$ cat config.mk
export PLATFORM = sky130hd
export DESIGN_NAME = mem_handshake_ctrl
export DESIGN_NICKNAME = d
export VERILOG_FILES = /design/src/rtl/mem_handshake_ctrl_pkg.sv /design/src/rtl/mem_handshake_ctrl_byte_pack.sv /design/src/rtl/mem_handshake_ctrl.sv
export SDC_FILE = /design/constraint.sdc
export NUM_CORES = 1
export LEC_CHECK = 0
export CAP_MARGIN = 20
export CORE_ASPECT_RATIO = 1.75
export CORE_MARGIN = 8
export CORE_UTILIZATION = 46
export CTS_CLUSTER_DIAMETER = 60
export DETAILED_ROUTE_END_ITERATION = 7
export GPL_ROUTABILITY_DRIVEN = 0
export HOLD_SLACK_MARGIN = 0.12
export PLACE_DENSITY_LB_ADDON = 0.05
export SLEW_MARGIN = 25
export SYNTH_ARGS = -nofsm -noshare
export SYNTH_HDL_FRONTEND = slang
export SYNTH_SLANG_ARGS = --single-unit
$ cat constraint.sdc
create_clock -name clk -period 2.65 [get_ports clk]
set_input_delay 0.265 -clock clk [delete_from_list [all_inputs] [get_ports clk]]
set_output_delay 0.265 -clock clk [all_outputs]
set_load 0.03 [all_outputs]
$ cat src/rtl/mem_handshake_ctrl_pkg.sv
// mem_pkg: size encodings, FSM states and memory geometry shared by mem_handshake_ctrl.
package mem_pkg;
   localparam int MEM_BYTES = 512;
   localparam int MEM_AW = $clog2(MEM_BYTES);
   localparam logic [1:0] SZ_BYTE = 2'b00;
   localparam logic [1:0] SZ_HALF = 2'b01;
   localparam logic [1:0] SZ_WORD = 2'b10;
   typedef enum logic [1:0] {IDLE, XFER, DONE} state_t;
   function automatic logic [2:0] nbytes(input logic [1:0] sz);
      return (sz == SZ_BYTE) ? 3'd1 : (sz == SZ_HALF) ? 3'd2 : 3'd4;
   endfunction
   // the reserved size code behaves as a word
   function automatic logic misaligned(input logic [1:0] sz, input logic [1:0] a);
      return (sz == SZ_HALF && a[0]) || (sz >= SZ_WORD && a != 2'b00);
   endfunction
endpackage

$ cat src/rtl/mem_handshake_ctrl_byte_pack.sv
// mem_byte_pack: big-endian write byte select and read extension by access size.
// MEM_HANDSHAKE_SIGN_EXT_EN selects sign extension of byte/halfword reads (zero extension otherwise).
module mem_byte_pack
   import mem_pkg::*;
(
   input  logic [1:0]  i_size,
   input  logic [2:0]  i_cnt,
   input  logic [31:0] i_mdr,
   input  logic [31:0] i_rd,
   output logic [7:0]  o_wbyte,
   output logic [31:0] o_rd_ext
);
   logic [1:0] w_sh;
   assign w_sh = 2'(nbytes(i_size) - 3'd1 - i_cnt);
   assign o_wbyte = i_mdr[{w_sh, 3'b000} +: 8];
`ifdef MEM_HANDSHAKE_SIGN_EXT_EN
   assign o_rd_ext = (i_size == SZ_BYTE) ? {{24{i_rd[7]}}, i_rd[7:0]} :
                     (i_size == SZ_HALF) ? {{16{i_rd[15]}}, i_rd[15:0]} : i_rd;
`else
   assign o_rd_ext = (i_size == SZ_BYTE) ? {24'd0, i_rd[7:0]} :
                     (i_size == SZ_HALF) ? {16'd0, i_rd[15:0]} : i_rd;
`endif
endmodule

$ cat src/rtl/mem_handshake_ctrl.sv
// mem_handshake_ctrl: MOV/MOC byte-sequencing controller for a 512-byte big-endian RAM.
// Build option MEM_HANDSHAKE_SIGN_EXT_EN sign-extends byte/halfword reads.
module mem_handshake_ctrl
   import mem_pkg::*;
#(
   parameter int ADDR_WIDTH = MEM_AW,
   parameter int DATA_WIDTH = 32
) (
   input  logic                  clk,
   input  logic                  reset,
   input  logic                  mov,
   input  logic                  rw,
   input  logic [1:0]            size,
   input  logic                  mar_ld,
   input  logic [DATA_WIDTH-1:0] mar_in,
   input  logic                  mdr_ld,
   input  logic [DATA_WIDTH-1:0] mdr_in,
   output logic                  moc,
   output logic [DATA_WIDTH-1:0] mdr_out,
   output logic                  align_err,
   output logic [ADDR_WIDTH-1:0] ram_addr,
   output logic [7:0]            ram_wdata,
   output logic                  ram_we,
   input  logic [7:0]            ram_rdata
);
   state_t r_state, w_next;
   logic [ADDR_WIDTH-1:0] r_mar;
   logic [DATA_WIDTH-1:0] r_mdr;
   logic [23:0] r_asm;
   logic [2:0] r_cnt;
   logic r_rw;
   logic [1:0] r_size;
   logic r_align;
   logic [2:0] w_n;
   logic w_last;
   logic w_mis;
   logic [31:0] w_asm;
   logic [31:0] w_rd_ext;
   logic [7:0] w_wbyte;
   logic w_unused_mar;
   assign w_unused_mar = ^mar_in[DATA_WIDTH-1:ADDR_WIDTH];
   assign w_n = nbytes(r_size);
   // reads need one extra cycle to drain the synchronous RAM latency
   assign w_last = (r_cnt == (r_rw ? w_n : w_n - 3'd1));
   assign w_mis = misaligned(size, r_mar[1:0]);
   assign w_asm = {r_asm, ram_rdata};
   mem_byte_pack u_pack (
      .i_size(r_size),
      .i_cnt(r_cnt),
      .i_mdr(r_mdr),
      .i_rd(w_asm),
      .o_wbyte(w_wbyte),
      .o_rd_ext(w_rd_ext)
   );
   always_comb begin
      w_next = (r_state == IDLE) ? (mov ? (w_mis ? DONE : XFER) : IDLE) :
               (r_state == XFER) ? (w_last ? DONE : XFER) :
               (mov ? DONE : IDLE);
   end
   always_ff @(posedge clk or posedge reset) begin
      if (reset) begin
         r_state <= IDLE;
         r_mar <= '0;
         r_mdr <= '0;
         r_asm <= '0;
         r_cnt <= '0;
         r_rw <= 1'b0;
         r_size <= SZ_BYTE;
         r_align <= 1'b0;
      end else begin
         r_state <= w_next;
         if (r_state == IDLE) begin
            if (mar_ld) r_mar <= mar_in[ADDR_WIDTH-1:0];
            if (mdr_ld) r_mdr <= mdr_in;
            if (mov) begin
               r_rw <= rw;
               r_size <= size;
               r_cnt <= '0;
               r_asm <= '0;
               r_align <= w_mis;
            end
         end else if (r_state == XFER) begin
            r_cnt <= r_cnt + 3'd1;
            if (r_rw && r_cnt != 3'd0) r_asm <= w_asm[23:0];
            if (r_rw && w_last) r_mdr <= w_rd_ext;
         end else if (!mov) begin
            r_align <= 1'b0;
         end
      end
   end
   assign moc = (r_state == DONE);
   assign align_err = r_align;
   assign mdr_out = r_mdr;
   assign ram_we = (r_state == XFER) && !r_rw;
   assign ram_addr = r_mar + ADDR_WIDTH'(r_cnt);
   assign ram_wdata = ram_we ? w_wbyte : 8'd0;
endmodule

# Word level (Yosys, flattened, before mapping)
# Index checks and enable logic that the tools add are counted.
dict set report totals {
  regBits 74
  in_bits 80
  out_inout_bits 52
  wordCells 70
}
dict set report op_classes {
  n_addsub 4
  n_lt_le_gt_ge 1
  eq_ne 9
  shift 1
  n_mux 27
  n_reduce_logical 20
}
# operator count
set ops {}
lappend ops {{two-way mux 32 bit} 6}
lappend ops {{two-way mux 24 bit} 4}
lappend ops {{indexed part select 32 x 6 -> 8 bit} 1}
lappend ops {{two-way mux 3 bit} 6}
lappend ops {{two-way mux 2 bit} 6}
lappend ops {{adder 9 x 3 -> 9 bit} 1}
lappend ops {{AND reduction 3 bit} 3}
lappend ops {{two-way mux 8 bit} 1}
lappend ops {{nonzero test 2 bit} 4}
lappend ops {{== test 2 x 1 -> 1 bit, second input constant} 3}
lappend ops {{inequality test 2 bit, second input constant} 3}
lappend ops {{AND reduction 2 bit} 3}
lappend ops {{logical AND 1 bit} 5}
lappend ops {{zero test 2 bit} 2}
lappend ops {{two-way mux 1 bit} 4}
lappend ops {{adder 3 x 1 -> 3 bit, second input constant} 1}
lappend ops {{== test 3 bit} 1}
lappend ops {{nonzero test 3 bit} 1}
lappend ops {{subtractor 3 x 1 -> 3 bit, second input constant} 1}
lappend ops {{== test 2 bit, second input constant} 1}
lappend ops {{>= comparator 2 bit, second input constant} 1}
lappend ops {{inequality test 2 x 1 -> 1 bit, second input constant} 1}
lappend ops {{subtractor 2 bit} 1}
lappend ops {{zero test 1 bit} 1}
lappend ops {{logical OR 1 bit} 1}

# Longest topological paths before layout
dict set report logic_depth {
  depth_word 10
  mapped_depth 8
  depth_no_buf 8
}

# By module
# Synthesis repeated with hierarchy kept, for this count alone.
dict set report unflattened {
  hier_cells 321
  hier_area_um2 4047.6
}
# mod n_inst cells_per_inst area_per_inst_um2 seq_area_each_um2
set by_module_without_submodules {}
lappend by_module_without_submodules {mem_handshake_ctrl 1 273 3558.4 1851.8}
lappend by_module_without_submodules {mem_byte_pack 1 48 489.2 0.0}

# Worst setup path before layout
# OpenSTA, ideal clock, no wires.
dict set report synth_timing {
  path_kind {register -> output}
  startpoint {register r_size[1]}
  endpoint {output port ram_wdata[0]}
  t_arrival_ns 2.269
  required_time_ns 2.385
  path_slack_ns 0.116
  path_stages_with_launch 9
  path_buffers 2
  cell_sequence {dfrtp_1 > buf_2 > nor2_1 > ha_1 > xor2_1 > xnor2_4 > buf_6 > mux2i_1 > o22ai_1}
}
dict set report synth_via {
  elab_chain_len 7
  elab_cells_between_ends 8
  classes_between {2 x add/sub; 1 x eq/ne; 1 x shift; 3 x mux; 1 x reduce/logical}
}
# element line
set synth_lines {}
lappend synth_lines {{start: declaration} mem_handshake_ctrl.sv:32} ;# logic [1:0] r_size;
lappend synth_lines {{start signal: assignment} mem_handshake_ctrl.sv:77} ;# r_size <= size;
lappend synth_lines {{== test 2 x 1 -> 1 bit} mem_handshake_ctrl_pkg.sv:10} ;# return (sz == SZ_BYTE) ? 3'd1 : (sz == SZ_HALF) ? 3'd2 : 3'd4;
lappend synth_lines {{two-way mux 3 bit} mem_handshake_ctrl_pkg.sv:10}
lappend synth_lines {{two-way mux 3 bit *} mem_handshake_ctrl_pkg.sv:10}
lappend synth_lines {{subtractor 3 x 1 -> 3 bit *} mem_handshake_ctrl_byte_pack.sv:14} ;# assign w_sh = 2'(nbytes(i_size) - 3'd1 - i_cnt);
lappend synth_lines {{subtractor 2 bit *} mem_handshake_ctrl_byte_pack.sv:14}
lappend synth_lines {{indexed part select 32 x 6 -> 8 bit *} mem_handshake_ctrl_byte_pack.sv:15} ;# assign o_wbyte = i_mdr[{w_sh, 3'b000} +: 8];
lappend synth_lines {{two-way mux 8 bit *} mem_handshake_ctrl.sv:96} ;# assign ram_wdata = ram_we ? w_wbyte : 8'd0;
lappend synth_lines {{end: declaration} mem_handshake_ctrl.sv:22} ;# output logic [7:0] ram_wdata,
# Mark *: on every way between the ends. The rest lies on a longest branch, timed or not.

# Worst setup path in the final report
dict set report layout_timing {
  startpoint {register r_size[0]}
  endpoint {output port ram_wdata[7]}
}
# Same word-level chain as after synthesis.

==> results.sh <==
export IMPL_post_drt_wl_per_cell_um=19.2
export IMPL_grt_pass1_wl_mm=17.4
export IMPL_tightest_slew_ns=0.729
export IMPL_grt_max_degree=75
export IMPL_fin_crit_ns=2.50
export IMPL_hold_viol=0
export IMPL_cts_tree="built"
export IMPL_synth_distinct_cells=40
export IMPL_fin_skew_ns=0.00636
export IMPL_clock_latency_ns=0.33
export IMPL_area_growth_pct=40.1
export IMPL_multi_input_area_sq_um=1960
export IMPL_drive_gt1_share_pct=22.1
export IMPL_synth_area_leaders="dfrtp_1, mux2_4, a22o_1"
export IMPL_fmax_mhz=401
export IMPL_crit_type="reg -> out"
export IMPL_hp_class="in -> async"
export IMPL_syn_avg_cell_area_sq_um=11.8
export IMPL_vias=3039
export IMPL_ant_nets=0
export IMPL_pin_count=132
export IMPL_die_w_um=85.9
export IMPL_hold_buffers=0
export IMPL_dr_pass1_iters=6
export IMPL_grt_overflow=0
export IMPL_cp_arrival_ns=2.23
export IMPL_synth_top_area_share_pct=47.0
export IMPL_num_nets_final=529
export IMPL_antenna_found_initial=0
export IMPL_cap_viol_max_count=0
export IMPL_finalSetupViolCount=0
export IMPL_status="complete, no violations"
export IMPL_cts_buffers=9
export IMPL_cp_end_kind="primary output"
export IMPL_cp_start_kind="flip-flop"
export IMPL_synth_seq_cells=74
export IMPL_yosysWarningCount=0
export IMPL_synth_nets=421
export IMPL_synth_cells=334
export IMPL_power_mw=7.55
export IMPL_leakage_nw=2.50
export IMPL_synth_area_sq_um=3940
export IMPL_port_buffers=108
export IMPL_core_sq_um=8310
export IMPL_grt_usage_pct=18.8
export IMPL_maxSlewViolCount=0
export IMPL_postCtsSetupRepairBufs=0
export IMPL_ys_seq_area_share_pct=47.0
export IMPL_power_density_nw_per_um2=1370
export IMPL_design_die_area_sq_um=11900
export IMPL_start_util_pct=47.4
export IMPL_holdWs_ns=0.330
export IMPL_fin_crit_sh_pct=94.2
export IMPL_antenna_diode_count=0
export IMPL_synth_top_area_cell="dfrtp_1"
export IMPL_root_buffer="clkbuf_16"
export IMPL_cts_buffer_depth=2
export IMPL_wirelength_mm=10.8
export IMPL_fin_setup_tns_ns=0
export IMPL_place_hpwl_mm=7.83
export IMPL_nFillCells=670
export IMPL_viasPerCell=5.41
export IMPL_critPathRequiredTime_ns=2.38
export IMPL_cts_clk_slew_worst_paths_ns=0.06
export IMPL_slew_headroom_pct=51.2
export IMPL_seq_area_sq_um=1850
export IMPL_cts_sinks=74
export IMPL_grt_pass1_vias=3343
export IMPL_grt_setup_unrepaired="false"
export IMPL_initialDrtViolationCount=106
export IMPL_die_y_um=138
export IMPL_rows=44
export IMPL_final_common_cell="clkdlybuf4s50_1"
export IMPL_h_tree_depth=3
export IMPL_final_cell_mix="clkdlybuf4s50_1, dfrtp_1, nand2_1"
export IMPL_max_vdd_ir_drop_mv=0.594
export IMPL_crit_fanout=16
export IMPL_drc=0
## logic make-up after synthesis
family / after synthesis / synth area share (%)
adder cells (fa/ha/maj): 7 / 2.42
multiplexers: 68 / 21.8
AO/OA/AOI/OAI: 77 / 14.5
AND/OR/NAND/NOR: 68 / 7.47
flip-flops: 74 / 47.0
XOR/XNOR: 10 / 2.70
buffers and inverters: 30 / 4.04
## worst paths after layout
path                                        from                 endpoint  slack (ns)  cells past startpoint
max in group asynchronous                  reset  mdr_out[18]$_DFFE_PP0P_        1.99                      3
setup reg to reg                r_rw$_DFFE_PP0P_  mdr_out[30]$_DFFE_PP0P_        0.50                      5
min in group clk                       mar_in[1]     r_mar[1]$_DFFE_PP0P_        0.50                      3
hold / removal                             reset   mdr_out[5]$_DFFE_PP0P_        0.33                      3
hold reg to reg            r_asm[16]$_DFFE_PP0P_    r_asm[16]$_DFFE_PP0P_        0.51                      1
setup / recovery           r_size[0]$_DFFE_PP0P_             ram_wdata[7]        0.15                      8
## report_power, final
part / switching, mW / internal (mW) / leakage (nW)
registers: 0.444 / 1.56 / 0.955
logic: 2.19 / 2.00 / 1.38
clock network: 0.463 / 0.900 / 0.165
## state kept, by name, summed over array words and instances, names as in the netlist
register   flops
r_state        2
r_size         2
r_mar          9
r_cnt          3
mdr_out       32
r_rw           1
align_err      1
r_asm         24
## metrics by stage
| step | setup WS [ns] | area (sq um) | utilization, % | cells |
|---|---|---|---|---|
| after floorplan | 0.116 | 3940 | - | 334 |
| after global placement | 0.241 | 5140 | 61.9 | 546 |
| after detailed placement | 0.230 | 5140 | 61.9 | 546 |
| after CTS | 0.00247 | 5480 | 65.9 | 562 |
| after global routing | 0.0161 | 5520 | 66.4 | 562 |
| final | 0.154 | 5520 | 66.4 | 562 |
## Yosys cell counts, drive strengths merged
cell type / n
dfrtp: 74
mux2: 52
nand2: 41
a22o: 37
o21ai: 20
buf: 17
mux2i: 16
nor2: 13
o22ai: 9
inv: 8
ha: 6
clkbuf: 5
xnor2: 5
xor2: 5
a21o: 4
a21oi: 2
and2: 2
and3: 2
nand2b: 2
nand4: 2
o31ai: 2
a31o: 1
a32o: 1
a41o: 1
and3b: 1
fa: 1
nand3: 1
nor2b: 1
nor3: 1
nor3b: 1
or3: 1
## critical path: stages (launching register included)
cell and delay (ns):
dfrtp_1 0.42, nor2_2 0.14, ha_2 0.25, xor2_4 0.20, xnor2_4 0.14, buf_12 0.20
mux2i_1 0.23, o22ai_1 0.14, buf_12 0.18
## cell type report
| type | count | area share (%) |
|---|---|---|
| multi-input combinational | 230 | 35.5 |
| clock buffer | 12 | 4.83 |
| tap | 115 | 2.61 |
| timing repair buffer | 119 | 21.6 |
| clock inverter | 4 | 1.32 |
| sequential | 74 | 33.6 |
| inverter | 8 | 0.544 |
## metal layers
| layer | share of wire, % | global-route usage, % | vias up |
|---|---|---|---|
| met5 | 0 | 0 | - |
| met4 | 2.9 | 9.11 | 0 |
| met3 | 4.4 | 4.04 | 19 |
| met2 | 52 | 32.4 | 85 |
| met1 | 41 | 21.1 | 1516 |
| li1 | - | - | 1419 |
## repair_timing
| item | 4_1_cts | 5_1_grt |
|---|---|---|
| setup endpoints to repair | 3 | 10 |
| pin swaps | 0 | 3 |
| resized for setup | 3 | 8 |
(Power assumes the default switching activity.)
